### config.mk
export PLATFORM = sky130hd
export DESIGN_NAME = seven_seg_scanner
export DESIGN_NICKNAME = d
export VERILOG_FILES = /design/src/rtl/seven_seg_scanner.sv
export SDC_FILE = /design/constraint.sdc
export NUM_CORES = 1
export LEC_CHECK = 0
export ABC_AREA = 0
export BUFFER_PORTS_ARGS = -buffer_cell sky130_fd_sc_hd__buf_2
export CAP_MARGIN = 20
export CORE_MARGIN = 1
export CORE_UTILIZATION = 30
export DETAILED_ROUTE_END_ITERATION = 8
export GPL_ROUTABILITY_DRIVEN = 1
export PLACE_DENSITY = 0.57
export SLEW_MARGIN = 0
export SYNTH_ARGS = -nofsm -noshare
export SYNTH_HDL_FRONTEND = slang
export SYNTH_SLANG_ARGS = --single-unit
### constraint.sdc
create_clock -name clkIn -period 2.99 [get_ports clkIn]
set_input_delay 0.1495 -clock clkIn [delete_from_list [all_inputs] [get_ports clkIn]]
set_output_delay 0.1495 -clock clkIn [all_outputs]
set_load 0.1 [all_outputs]
### src/rtl/seven_seg_scanner.sv
// seven_seg_scanner: digit-multiplex scan controller for a seven-segment
// display driver. A packed BCD value is captured into a shadow buffer and
// moved into the active buffer only at a frame boundary, so a frame is never
// torn. One digit index plus its nibble is presented per scan slot.
//
// Optional feature: define SEVEN_SEG_SCANNER_LZB_EN to enable leading-zero
// blanking. Leading zero digits above digit 0 are then emitted as BLANK_CODE.
// Digit 0 is never blanked.

module seven_seg_scanner #(
  parameter int         DIGIT_COUNT = 8,
  parameter int         CLK_HZ      = 100000000,
  parameter int         REFRESH_HZ  = 1000,
  parameter logic [3:0] BLANK_CODE  = 4'hF
) (
  input  logic                           clkIn,
  input  logic                           rstIn,
  input  logic                           enIn,
  input  logic                           loadIn,
  input  logic [4*DIGIT_COUNT-1:0]       valueIn,
  output logic [$clog2(DIGIT_COUNT)-1:0] selOut,
  output logic [3:0]                     bcdOut,
  output logic                           pendingOut,
  output logic                           loadAckOut,
  output logic                           frameOut
);

  localparam int TICK_DIV = CLK_HZ / REFRESH_HZ;
  localparam int SEL_W    = $clog2(DIGIT_COUNT);
  localparam int CNT_W    = $clog2(TICK_DIV);
  localparam int VAL_W    = 4 * DIGIT_COUNT;

  localparam logic [CNT_W-1:0] CNT_LAST = CNT_W'(TICK_DIV - 1);
  localparam logic [SEL_W-1:0] SEL_LAST = SEL_W'(DIGIT_COUNT - 1);

  logic [CNT_W-1:0]       preCnt;
  logic [CNT_W-1:0]       preNext;
  logic                   tick;
  logic                   frameEnd;
  logic                   swap;
  logic [SEL_W-1:0]       selNext;

  logic [VAL_W-1:0]       activeBuf;
  logic [VAL_W-1:0]       activeNext;
  logic [VAL_W-1:0]       shadowBuf;
  logic [VAL_W-1:0]       shadowNext;
  logic                   pendingNext;

  logic [DIGIT_COUNT-1:0] blankMask;
  logic                   upperZero;
  logic [3:0]             bcdNext;

  // Prescaler, slot tick and digit index stepping; all hold while disabled.
  always_comb begin
    tick     = enIn && (preCnt == CNT_LAST);
    frameEnd = tick && (selOut == SEL_LAST);

    preNext = preCnt;
    if (enIn) begin
      if (tick) preNext = '0;
      else      preNext = preCnt + CNT_W'(1);
    end

    selNext = selOut;
    if (tick) begin
      if (selOut == SEL_LAST) selNext = '0;
      else                    selNext = selOut + SEL_W'(1);
    end
  end

  // Double-buffer handshake: capture into shadow, swap into active at frame end.
  // A load landing on the frame-end cycle bypasses the shadow into active.
  always_comb begin
    swap        = frameEnd && (pendingOut || loadIn);
    shadowNext  = loadIn ? valueIn : shadowBuf;
    activeNext  = activeBuf;
    pendingNext = pendingOut;
    if (swap) begin
      activeNext  = loadIn ? valueIn : shadowBuf;
      pendingNext = 1'b0;
    end else if (loadIn) begin
      pendingNext = 1'b1;
    end
  end

  // Blank mask derived from the next active value so it tracks bcdOut exactly.
  always_comb begin
    upperZero = 1'b1;
    blankMask = '0;
`ifdef SEVEN_SEG_SCANNER_LZB_EN
    for (int k = DIGIT_COUNT - 1; k >= 0; k--) begin
      upperZero    = upperZero && (activeNext[4*k +: 4] == 4'h0);
      blankMask[k] = upperZero && (k != 0);
    end
`endif
  end

  // Digit mux evaluated on next-state values so selOut and bcdOut never skew.
  always_comb begin
    bcdNext = 4'h0;
    for (int k = 0; k < DIGIT_COUNT; k++) begin
      if (selNext == SEL_W'(k)) begin
        bcdNext = blankMask[k] ? BLANK_CODE : activeNext[4*k +: 4];
      end
    end
  end

  // State register; reset wins over everything and drops any pending load.
  always_ff @(posedge clkIn) begin
    if (rstIn) begin
      preCnt     <= '0;
      selOut     <= '0;
      bcdOut     <= 4'h0;
      activeBuf  <= '0;
      shadowBuf  <= '0;
      pendingOut <= 1'b0;
      loadAckOut <= 1'b0;
      frameOut   <= 1'b0;
    end else begin
      preCnt     <= preNext;
      selOut     <= selNext;
      bcdOut     <= bcdNext;
      activeBuf  <= activeNext;
      shadowBuf  <= shadowNext;
      pendingOut <= pendingNext;
      loadAckOut <= swap;
      frameOut   <= frameEnd;
    end
  end

endmodule

==> metrics.cfg, run 1 <==
[run_status]
status=completed

[yosys]
syn_nets=460
synth-seq-area-share_pct=46.3
synth_area_leaders=dfxtp_1 (46%), mux2i_1 (9.2%), nor2_1 (8.9%)
syn_area_sq_mm=0.00394
avgSynthCellArea_sq_um=9.35
synth_seq_cells=91
synth_edf_count=0
yosys.area_share.simple_pct=22.7
synth_xor_area_share_pct=2.89
synth_ff_type=dfxtp_1
yosysTopAreaCell=dfxtp_1
synth_top_family_by_area=simple AND/OR/NAND/NOR gates
synth_compound_area_share_pct=8.29
ys_top_cells_by_count=nor2_1 (93), dfxtp_1 (91), mux2i_1 (36)
async_flop_share_pct=0
yosysMostFrequentCell=nor2_1
synth_mux_area_share_pct=14.9
synthAdderAreaFrac_pct=0.953
yosysUniqueCellTypes=50
yosysTopAreaCellShare_pct=46.3
netlist_instances=421
yosysWarnings=0

[die]
die_h_microns=117
boundaryPins=46
row_count=41
core_area_sq_mm=0.0127
initial_core_util_pct=31.0
die_area_sq_mm=0.0136
die_w_microns=117

[drt]
drc_errors=0
drtIter0Drc=155
ant_nets=0
vias=2980
routed_wl_microns=8710
viasPerCell=4.66
routedWlPerCell_microns=13.6
drt_first_pass_iters=4

[cts]
clock_latency_ns=0.35
holdBufCountCts=0
root_buffer=clkbuf_16
cts_tree=built
h-tree-depth=3
cts_setup_buffers=0
clkTransAtPathRegs_ns=0.06
clockBufferDepth=2
cts_buffers=9
clkSinkCount=91
post_cts_resized=0

[place]
place_hpwl_microns=6210
portBuffers=45
gp_congestion=0.814
place_area_sq_mm=0.00432
dp_cells=624

[setup_path]
end_kind=flip-flop
crit_path_start_kind=flip-flop
critical_path_class=flip-flop to flip-flop
worstPathArrival_ns=2.91
required_ns=3.25
worstPathMaxFanout=32

[timing]
finalSetupViolCount=0
fmax_ghz=0.376
finalCriticalPeriod_ns=2.66
slew-limit-headroom_pct=52.3
fin_skew_ns=0.00464
grt_setup_unrepaired=false
tightest_slew_ns=0.712
post-route-period-util_pct=88.9
fin_setup_tns_ns=0
report.final.slew_viol_count=0
finalHoldViolations=0
hold_ws_ns=0.0669

[finish]
area_growth_pct=16.9
n_fill_cell=1349
fin_area_sq_mm=0.00460
insertedDiodeCount=0
drive_gt1_share_pct=22.2
layout.cells.non_filler=640
nNetsFinal=502

[power_and_ir_drop]
leakagePower_nw=1.87
total_power_mw=2.45
peakVddDrop_mv=0.256
power_density_mw_per_mm2=532

[min_path]
hold_class=input pin to flip-flop

[grt]
antenna_found_initial=0
grt_util_all_layers_pct=14.5
grt_max_degree=40
grt_pass1_wl_microns=14800
grt_pass1_vias=3014
gr-total-overflow=0

[flow_run]
drv_cap=0

[critical path, stage by stage, from the launching register on]
cell	delay, ns
dfxtp_2	0.46
ha_1	0.19
ha_1	0.33
o21ai_0	0.23
nor3_4	0.30
buf_12	0.22
mux2_2	0.38
nand3_1	0.09
a31oi_1	0.10
a211oi_1	0.25
[layer usage]
metal	GRT usage [%]	vias to the layer above	part of all wire, %
met1	18.1	1396	47
met2	23.3	59	47
li1	-	1513	-
met5	0	-	0
met3	4.31	12	4.9
met4	5.99	0	1.8
[cells in the final DEF, fill, tap and decap left out, drive strengths merged, types with 2 or more instances in the layout]
master,count
nor4b,2
and3,3
clkinvlp,3
nand4,6
o32ai,3
nor2b,16
nand2,20
buf,50
nor2,94
and2,2
xor2,9
clkinv,3
or3,3
xnor2,4
inv,13
dfxtp,91
nand3,12
clkbuf,10
o21ai,9
o22ai,3
nand2b,8
a31oi,5
or4,2
a211oi,5
ha,3
nor3,7
a21oi,17
mux2,20
mux2i,36
[power by group]
group | switching, mW | leakage, nW | internal (mW)
clock | 0.486 | 0.130 | 0.584
combinational | 0.0747 | 0.996 | 0.0554
sequential | 0.00850 | 0.742 | 1.24
total | 0.569 | 1.87 | 1.88
[cells by family (layout without fill, tap and decap cells)]
logic type / after synthesis / after routing
simple gates: 178 / 178
flops: 91 / 91
mux: 56 / 56
compound gates: 48 / 48
buf+inv: 32 / 79
xor+xnor: 13 / 13
fa+ha+maj: 3 / 3
[final timing paths]
check / slack (ns) / cells past startpoint / endpoint / startpoint
setup reg to reg: 0.33 / 9 / bcdOut[0] / selOut[0]
hold / removal: 0.07 / 3 / shadowBuf[25] / valueIn[25]
setup / recovery: 0.33 / 9 / bcdOut[0] / selOut[0]
hold reg to reg: 0.49 / 2 / shadowBuf[14] / shadowBuf[14]
[through the flow]
step / setup WS, ns / utilization (%)
after global placement: 0.463 / 34.0
after floorplan: 0.0685 / -
final: 0.333 / 36.2
after detailed placement: 0.364 / 34.0
after global routing: 0.123 / 36.2
after CTS: 0.323 / 36.2
[layout make-up]
type / count / area, sq um / share of cell area (%)
sequential: 91 / 1830 / 39.7
clock inverter: 6 / 41.3 / 0.897
clock buffer: 10 / 239 / 5.19
timing repair buffer: 50 / 275 / 5.98
tap: 172 / 215 / 4.68
inverter: 13 / 48.8 / 1.06
multi-input combinational: 298 / 1960 / 42.5
[sequential cells by signal, indices dropped and copies added (netlist names)]
signal,flops
shadowBuf,32
selOut,3
frameOut,1
pendingOut,1
bcdOut,4
preCnt,17
activeBuf,32
loadAckOut,1
Power figures use the tool's default switching activity.
==> run 2, diff against run 1 <==
- CORE_UTILIZATION: 30 -> 58
- PLACE_DENSITY: 0.57 -> 0.89
==> metrics.cfg, run 2 (synthesized netlist as in run 1, its figures left out) <==
[finish]
area_growth_pct=12.0
nNetsFinal=501  ; -0.20%
fin_area_sq_mm=0.00441  ; -4.2%
final_cell_mix=nor2_1 (93), dfxtp_1 (88), buf_2 (45)
drive_gt1_share_pct=22.1  ; -0.17 points
n_fill_cell=529  ; -61%
mostFrequentLayoutCell=nor2_1
insertedDiodeCount=0  ; unchanged
reg_top3=activeBuf (32), shadowBuf (32), preCnt (17)

[die]
die_area_sq_mm=0.00712  ; -48%
initial_core_util_pct=61.0  ; +30 points
row_count=29  ; -29%
core_area_sq_mm=0.00646  ; -49%
die_h_microns=84.4  ; -28%
boundaryPins=46  ; unchanged
die_w_microns=84.4  ; -28%

[setup_path]
worstPathArrival_ns=3.13  ; +0.22 ns
crit_path_start_kind=flip-flop
startpoint=selOut[0]
worstPathMaxFanout=41  ; +28%
r2r_cells=9  ; unchanged
critPathMaxStageDelay_ns=0.48  ; +0.02 ns
end_kind=flip-flop
crit_path_cell_trace=ha_1 -> ha_1 -> o21ai_0 -> nor3_4 -> buf_12 -> mux2_2 -> nor2_1 -> o32ai_1 -> a211oi_1
critical_path_class=flip-flop to flip-flop
crit_slowest_cell=dfxtp_2
required_ns=3.27  ; +0.02 ns
crit_top_cell=ha_1
timing.rr.end=bcdOut[2]
rrSetupSlack_ns=0.14  ; -0.20 ns
r2r-start=selOut[0]
crit_buf_inv=1  ; unchanged
cpLargestDelayFamily=compound AO/OA/AOI/OAI gates

[power_and_ir_drop]
total_power_mw=2.27  ; -7.5%
power_density_mw_per_mm2=514  ; -3.5%
leakagePower_nw=1.84  ; -1.4%
peakVddDrop_mv=0.471  ; +84%

[cts]
cts_setup_buffers=0  ; unchanged
clockBufferDepth=2  ; unchanged
clkSinkCount=91  ; unchanged
cts_buffers=9  ; unchanged
holdBufCountCts=0  ; unchanged
clkTransAtPathRegs_ns=0.09  ; +0.03 ns
post_cts_resized=0  ; unchanged
cts_tree=built
root_buffer=clkbuf_8
h-tree-depth=3  ; unchanged
clock_latency_ns=0.36  ; about the same

[run_status]
status=finished with violations
violations=DRC

[timing]
finalHoldViolations=0  ; unchanged
post-route-period-util_pct=95.4  ; +6.5 points
fin_skew_ns=0.00626  ; +0.00161 ns
finalSetupViolCount=0  ; unchanged
fmax_ghz=0.351  ; -6.9%
tightest_slew_ns=0.879  ; +0.166 ns
grt_setup_unrepaired=false
report.final.slew_viol_count=0  ; unchanged
fin_setup_tns_ns=0  ; unchanged
finalCriticalPeriod_ns=2.85  ; +0.195 ns
slew-limit-headroom_pct=41.4  ; -11 points

[grt]
antenna_found_initial=0  ; unchanged
grt_util_all_layers_pct=24.5  ; +10 points
grt_pass1_vias=3027  ; +0.43%
gr-total-overflow=0  ; unchanged
grt_max_degree=53  ; +33%
grt_pass1_wl_microns=13600  ; -8.2%

[place]
place_hpwl_microns=5850  ; -5.9%
portBuffers=45  ; unchanged
gp_congestion=0.911  ; +12%
place_area_sq_mm=0.00420  ; -2.9%

[drt]
drtIter0Drc=146  ; -5.8%
drt_first_pass_iters=6  ; +2
ant_nets=0  ; unchanged
viasPerCell=5.66  ; +22%
routedWlPerCell_microns=14.8  ; +8.5%
drc_errors=3  ; +3
vias=3078  ; +3.3%
routed_wl_microns=8030  ; -7.8%

[min_path]
holdPathStages=3  ; unchanged
hp-start=valueIn[25]
hold_end=shadowBuf[25]
hold_class=input pin to flip-flop

[flow_run]
drv_cap=0  ; unchanged

## run 2: cell count changes in the layout (fill, tap and decap cells not counted)
cell        delta
buf_4          -1
clkbuf_8       +8
inv_6          +1
clkinv_4       -1
clkinv_2       +1
clkinvlp_4     -2
bufinv_16      +2
clkbuf_16      -9
## run 2: worst max path at each step
stage | to | slack (ns) | cells after the start
final | bcdOut[2] | 0.14 | 9
after global routing | bcdOut[0] | 0.02 | 9
after CTS | bcdOut[2] | 0.17 | 9
after detailed placement | bcdOut[2] | 0.25 | 9
after global placement | bcdOut[2] | 0.41 | 9
after floorplan | bcdOut[1] | 0.07 | 8
## run 2: power by group
group          internal, mW  leakage, nW  switching (mW)
clock network         0.469        0.109           0.419
logic                0.0555        0.991          0.0740
registers              1.24        0.742         0.00925
total                  1.76         1.84           0.502
## run 2: metal layers
layer	global-route usage [%]	routed length [microns]	share of wire (%)
met1	27.0	3320	41
met2	44.5	4120	51
met3	7.47	424	5.3
met4	8.94	161	2.0
met5	0	0	0
## run 2: per-stage QoR
stage	cells	util [%]	hold WS, ns	setup slack [ns]
final	544	68.3	0.0570	0.138
after floorplan	421	-	0.301	0.0685
after detailed placement	528	65.0	0.430	0.251
after global placement	528	65.0	0.413	0.414
after CTS	544	68.3	0.0490	0.170
after global routing	544	68.3	0.0610	0.0159
## run 2: worst min-delay path, cell delays in order
cell,delay [ns]
buf_2,0.07
mux2i_1,0.08
nor2_1,0.08
## run 2: cell type report
type	count	area (sq um)	area share, %
Sequential cell	91	1830	41.4
Inverter	13	48.8	1.11
Clock inverter	7	91.3	2.07
Timing Repair Buffer	49	268	6.07
Tap cell	77	96.3	2.18
Clock buffer	9	124	2.81
Multi-Input combinational cell	298	1960	44.4
